--- config.mk ---
export PLATFORM = sky130hd
export DESIGN_NAME = error_response_arbiter
export DESIGN_NICKNAME = d
export VERILOG_FILES = /design/src/rtl/error_response_arbiter_pkg.sv /design/src/rtl/error_response_arbiter_err_prio_enc.sv /design/src/rtl/error_response_arbiter.sv
export SDC_FILE = /design/constraint.sdc
export NUM_CORES = 1
export LEC_CHECK = 0
export CELL_PAD_IN_SITES_DETAIL_PLACEMENT = 2
export CELL_PAD_IN_SITES_GLOBAL_PLACEMENT = 2
export CORE_ASPECT_RATIO = 0.7
export CORE_MARGIN = 3
export CORE_UTILIZATION = 28
export CTS_BUF_LIST = sky130_fd_sc_hd__clkbuf_16
export DETAILED_ROUTE_END_ITERATION = 8
export GPL_TIMING_DRIVEN = 1
export HOLD_SLACK_MARGIN = 0.12
export PLACE_DENSITY = 0.9
export SYNTH_ARGS = -nofsm -noshare
export SYNTH_HDL_FRONTEND = slang
export SYNTH_SLANG_ARGS = --single-unit
--- constraint.sdc ---
create_clock -name clk -period 3.75 [get_ports clk]
set_input_delay 0.75 -clock clk [delete_from_list [all_inputs] [get_ports clk]]
set_output_delay 0.75 -clock clk [all_outputs]
set_load 0.01 [all_outputs]
--- src/rtl/error_response_arbiter_pkg.sv ---
// Shared definitions for the error response arbiter: header field constants
// and FSM state encoding.
package error_response_arbiter_pkg;

  localparam int SIZE_OF_HEADER_VARS     = 4;
  // Bits per header field; the header is SIZE_OF_HEADER_VARS fields wide.
  localparam int SIZE_OF_HEADER_IN_BYTES = 8;
  localparam int HEADER_W = SIZE_OF_HEADER_VARS * SIZE_OF_HEADER_IN_BYTES;

  localparam logic [7:0] PROTOCOL_VERSION = 8'h01;
  localparam logic [7:0] ERROR_RESP_CMD   = 8'h7F;

  typedef enum logic [1:0] {
    ST_IDLE    = 2'd0,
    ST_PRESENT = 2'd1,
    ST_GAP     = 2'd2
  } arb_state_t;

endpackage

--- src/rtl/error_response_arbiter_err_prio_enc.sv ---
// Fixed-priority encoder: reports the highest set request index and whether
// any request is set.
module err_prio_enc #(
  parameter int NUM_ERR = 5,
  parameter int IDX_W   = 3
) (
  input  logic [NUM_ERR-1:0] req,
  output logic [IDX_W-1:0]   idx,
  output logic               vld
);

  always_comb begin
    idx = '0;
    vld = 1'b0;
    for (int i = 0; i < NUM_ERR; i++) begin
      if (req[i]) begin
        idx = IDX_W'(i);
        vld = 1'b1;
      end
    end
  end

endmodule

--- src/rtl/error_response_arbiter.sv ---
// Arbitrates edge-triggered error requests into single error-response headers,
// with ack timeout, bounded retries and coalescing of repeated requests.
module error_response_arbiter
  import error_response_arbiter_pkg::*;
#(
  parameter int                     NUM_ERR     = 5,
  parameter logic [8*NUM_ERR-1:0]   ERR_PARAM1  = {8'h01, 8'h01, 8'h03, 8'h02, 8'h04},
  parameter logic [8*NUM_ERR-1:0]   ERR_PARAM2  = {8'h00, 8'h00, 8'h00, 8'h01, 8'h00},
  parameter int                     ACK_TIMEOUT = 16,
  parameter int                     MAX_RETRY   = 2
) (
  input  logic                clk,
  input  logic                reset,
  input  logic                Enable,
  input  logic [NUM_ERR-1:0]  Error_req,
  input  logic                MSG_ack,
  output logic [HEADER_W-1:0] header,
  output logic                payload,
  output logic                MSG_ready,
  output logic                Msg_dropped,
  output logic [7:0]          Coalesce_cnt
);

  localparam int IDX_W   = (NUM_ERR > 1) ? $clog2(NUM_ERR) : 1;
  localparam int WAIT_W  = (ACK_TIMEOUT > 1) ? $clog2(ACK_TIMEOUT) : 1;
  localparam int RETRY_W = (MAX_RETRY > 0) ? $clog2(MAX_RETRY + 1) : 1;

  arb_state_t          state, state_next;
  logic [NUM_ERR-1:0]  req_prev, pending, pending_next, rise, coal;
  logic [IDX_W-1:0]    sel_idx, cur_idx, retry_idx;
  logic                sel_vld;
  logic [WAIT_W-1:0]   wait_cnt;
  logic [RETRY_W-1:0]  retry_cnt;
  logic                retry_ok;
  logic                load, ack_hit, timeout_hit;
  logic [8:0]          coal_n;

  function automatic logic [7:0] sat_add8(input logic [7:0] a, input logic [8:0] b);
    logic [9:0] s;
    s = {2'b00, a} + {1'b0, b};
    return (s > 10'd255) ? 8'hFF : s[7:0];
  endfunction

  function automatic logic [7:0] param_byte(input logic [8*NUM_ERR-1:0] vec,
                                            input logic [IDX_W-1:0]    i);
    logic [7:0] b;
    b = 8'h00;
    for (int k = 0; k < NUM_ERR; k++) begin
      if (IDX_W'(k) == i) b = vec[8*k +: 8];
    end
    return b;
  endfunction

  assign rise     = Error_req & ~req_prev;
  assign coal     = rise & pending;
  assign retry_ok = (retry_cnt < RETRY_W'(MAX_RETRY));
  assign payload  = 1'b0;

  err_prio_enc #(
    .NUM_ERR (NUM_ERR),
    .IDX_W   (IDX_W)
  ) u_prio (
    .req (pending),
    .idx (sel_idx),
    .vld (sel_vld)
  );

  always_ff @(posedge clk) begin
    if (reset) state <= ST_IDLE;
    else       state <= state_next;
  end

  // Ack has priority over a timeout falling in the same cycle.
  always_comb begin
    state_next  = state;
    load        = 1'b0;
    ack_hit     = 1'b0;
    timeout_hit = 1'b0;
    case (state)
      ST_IDLE: begin
        if (sel_vld) begin
          load       = 1'b1;
          state_next = ST_PRESENT;
        end
      end
      ST_PRESENT: begin
        if (MSG_ack) begin
          ack_hit    = 1'b1;
          state_next = ST_GAP;
        end else if (wait_cnt == WAIT_W'(ACK_TIMEOUT - 1)) begin
          timeout_hit = 1'b1;
          state_next  = ST_GAP;
        end
      end
      ST_GAP:  state_next = ST_IDLE;
      default: state_next = ST_IDLE;
    endcase
    if (!Enable) begin
      state_next  = ST_IDLE;
      load        = 1'b0;
      ack_hit     = 1'b0;
      timeout_hit = 1'b0;
    end
  end

  always_comb begin
    MSG_ready = (state == ST_PRESENT);
    header    = '0;
    if (state == ST_PRESENT) begin
      header = {PROTOCOL_VERSION, ERROR_RESP_CMD,
                param_byte(ERR_PARAM1, cur_idx), param_byte(ERR_PARAM2, cur_idx)};
    end
  end

  // A new edge is applied after the clear so it wins over the load.
  always_comb begin
    pending_next = pending;
    if (load) pending_next[sel_idx] = 1'b0;
    if (timeout_hit && retry_ok) pending_next[cur_idx] = 1'b1;
    pending_next = pending_next | rise;
    coal_n = 9'd0;
    for (int k = 0; k < NUM_ERR; k++) coal_n = coal_n + 9'(coal[k]);
  end

  always_ff @(posedge clk) begin
    if (reset) begin
      req_prev     <= '0;
      pending      <= '0;
      wait_cnt     <= '0;
      retry_cnt    <= '0;
      retry_idx    <= '0;
      Msg_dropped  <= 1'b0;
      Coalesce_cnt <= 8'h00;
    end else begin
      req_prev    <= Error_req;
      Msg_dropped <= 1'b0;
      if (!Enable) begin
        pending   <= '0;
        wait_cnt  <= '0;
        retry_cnt <= '0;
      end else begin
        pending      <= pending_next;
        Coalesce_cnt <= sat_add8(Coalesce_cnt, coal_n);
        if (state == ST_PRESENT && !ack_hit && !timeout_hit) wait_cnt <= wait_cnt + WAIT_W'(1);
        else                                                 wait_cnt <= '0;
        if (load && (sel_idx != retry_idx)) retry_cnt <= '0;
        if (ack_hit) retry_cnt <= '0;
        if (timeout_hit) begin
          if (retry_ok) begin
            retry_cnt <= retry_cnt + RETRY_W'(1);
            retry_idx <= cur_idx;
          end else begin
            retry_cnt   <= '0;
            Msg_dropped <= 1'b1;
          end
        end
      end
    end
  end

  always_ff @(posedge clk) begin
    if (load) cur_idx <= sel_idx;
  end

endmodule

==> impl_results.md <==
- Post-Syn Area per Cell: 8.93 um^2
- Skew final: approximately 0.0060 ns
- Std-Cell Rows: 24
- Global-route wire length before repair: 8620 um
- Worst R2R End: Coalesce_cnt[5]
- Vias in the first global route: roughly 1.7k
- Hold Path Sink: wait_cnt[0]
- RR Startpoint: pending[2]
- Yosys reg bits: 33
- Worst setup margin: 0.194 ns
- Post-CTS setup buffers: 0
- Hold path cells: 1
- Worst Setup Path Type: in2reg
- Tot GR Track Use: 14.4%
- Final min period: between 3 and 4 ns
- Outcome: finished, final reports clean
- CTS H-tree depth: 2
- Post-synthesis cell area: 1880 um^2
- Worst-path clk slew: around 0.050 ns
- Cell taking the most area after synthesis: dfxtp_1
- Crit. End Element: flip-flop
- Worst VDD drop: 0.230 mV
- GRT overflow: 0
- Sequential-to-total area share from yosys stat: 36.7%
- Post-DP HPWL: approximately 3700 um
- Worst-margin pin slew: 0.610 ns
- Worst R2R Path Depth: 9
- Async set-or-reset flop fraction in the synthesized netlist: 0%
- Routability cong.: about 0.76
- Crit-path max FO: 3
- Power Density: roughly 390 nW/um^2
- Number of gates resized after cts: 0
- Critical Path AT: around 3.7 ns
- Core Box Area: approximately 6400 um^2
- Largest net degree at the start of global routing: 21
- IO Port Bufs: 30
- CP startpoint kind: primary input
- R2r setup slk: about 0.73 ns
- HP Start: wait_cnt[0]
- # DRC: 0
- Clock tree sinks: 33
- Die Area: just under 8000 um^2
- CTS tree: done
- Fmax: between 200 and 300 MHz
- Synth area leaders: dfxtp_1 32%, buf_4 12%, nor2_1 5.6%, edfxtp_1 4.8%, ha_1 3.3%
- DP Worst Slack: -0.124 ns
- Clk Latency, worst-skew pair: 0.28 ns
- Fin nets: 251
- Slowest stage delay, CP: 0.49 ns
- Cell mode on critical path: fa_1
- Clock Path Buffers: 2
- Final Core Density: a little over a third
- Die width: between 100 and 150 um
- Ant diodes: 0
- Post-synth EDFFs: 3
- DRT Wirelength: 5290 um
- Hold WC Path Type: reg2reg
- Final Max Tran Viols: 0
- RSZ-0062 raised after global routing: no
- Highest-delay cell along the critical path: fa_1
- Yosys cell types: 48
- Root Driver: clkbuf_16
- Commonest cells in the netlist: 30 x buf_4, 30 x dfxtp_1, 28 x nor2_1
- Starting Density: between 20% and 30%
- Die height: 74.6 um
- Initial drt markers: 44
- Area grow syn2layout: 20.1%
- Fillers: 748
- Slew headroom: roughly three fifths
- Initial antenna violation count: 0
- Worst EP required: between 3 and 4 ns
- Gate Count Post-Synth: 211
- Minimum hold slack: 0.448 ns
- Via count of the routed design: 1534
- Cell Chain, Critical Path: clkdlybuf4s50_1, nand2b_1, nor2_1, fa_1, fa_1, ha_1, fa_1, a21oi_1, nor3_1, a211o_1
- Final Hold Fails: 0
- Layout cells sized above 1: 6.41%
- Leakage power: 0.000928 uW
- TritonRoute pass-1 iters: 6
- Max Cap Viol: 0
- ANT nets after route: 0
- Synth top area share: a little under a third
- Synth Warn #: 0
- Hold Buf Count CTS: 0
- Setup violators final: 0
- Top_reg_cell synth: dfxtp_1
- Routed vias/inst: ~4.7
- Average wire per standard cell: approximately 16 um
- CTS buffer count: 5
- Number of top-level pins: 52
- Period utilization: 94.8%
power by group:
group | switching (uW) | total, uW | internal, uW | leakage, uW
clock network | 149 | 388 | 238 | 0.0000709
logic | 61.1 | 111 | 50.0 | 0.000584
registers | 15.2 | 383 | 368 | 0.000273
placed cells by master, fill, tap and decap left out, types with 6 or more instances in the layout:
cell type and count:
dfxtp_1 30, nand2b_1 6, nor2b_1 6, clkdlybuf4s50_1 30, nor2_1 28, nor3_1 7, a31oi_1 6, conb_1 21
inv_1 10, a21oi_1 6
cells by family (layout without fill, tap and decap cells):
group	after synthesis	count (layout)	share of synthesized area [%]
mux	5	5	2.66
fa+ha+maj	8	8	6.51
buf+inv	46	49	16.2
flops	33	33	36.7
simple gates	81	81	23.8
compound gates	33	33	12.1
xor+xnor	4	4	1.86
other cells	1	21	0.199
cell type report:
cell class                      instances  area, um^2  share of cell area (%)
Multi-Input combinational cell        152         968                    42.8
Sequential cell                        33         691                    30.5
Timing Repair Buffer                   33         323                    14.3
Clock buffer                            5         125                    5.53
Tap cell                               91         114                    5.03
Inverter                                9        33.8                    1.49
Clock inverter                          2        8.76                   0.387
per-stage QoR:
| step | power, uW | area (um^2) | cells | TNS, ns |
|---|---|---|---|---|
| after floorplan | 475 | 1960 | 231 | 0 |
| after global placement | 493 | 2120 | 318 | 0 |
| after detailed placement | 498 | 2120 | 318 | -0.544 |
| after CTS | 893 | 2260 | 325 | 0 |
| after global routing | 921 | 2260 | 325 | 0 |
| final | 882 | 2260 | 325 | 0 |
how the worst max path moves through the flow:
stage                      start              end  cells past startpoint
global placement    Error_req[0]  Coalesce_cnt[4]                     11
detailed placement  Error_req[0]  Coalesce_cnt[6]                     11
finish              Error_req[0]  Coalesce_cnt[5]                     10
floorplan           Error_req[0]  Coalesce_cnt[4]                     10
CTS                 Error_req[0]  Coalesce_cnt[2]                     11
global route        Error_req[0]  Coalesce_cnt[2]                     11
routing by layer:
metal / part of all wire, % / wire, um / global-route usage, %
met1: 44 / 2340 / 16.3
met2: 51 / 2720 / 27.7
met3: 3.7 / 195 / 3.34
met4: 0.79 / 42 / 4.57
met5: 0 / 0 / 0
worst max-delay path, delay by kind of cell:
kind            cells  cell delay, ns
fa+ha+maj           4            1.61
compound gates      2            0.52
buf+inv             1            0.47
simple gates        3            0.37
flip-flops by register name, indices dropped and copies added (netlist names):
signal        cells
cur_idx           3
req_prev          5
retry_cnt         2
Coalesce_cnt      8
pending           5
wait_cnt          4
Msg_dropped       1
retry_idx         3
state             2
No activity file was read; power rests on OpenSTA's default activity.
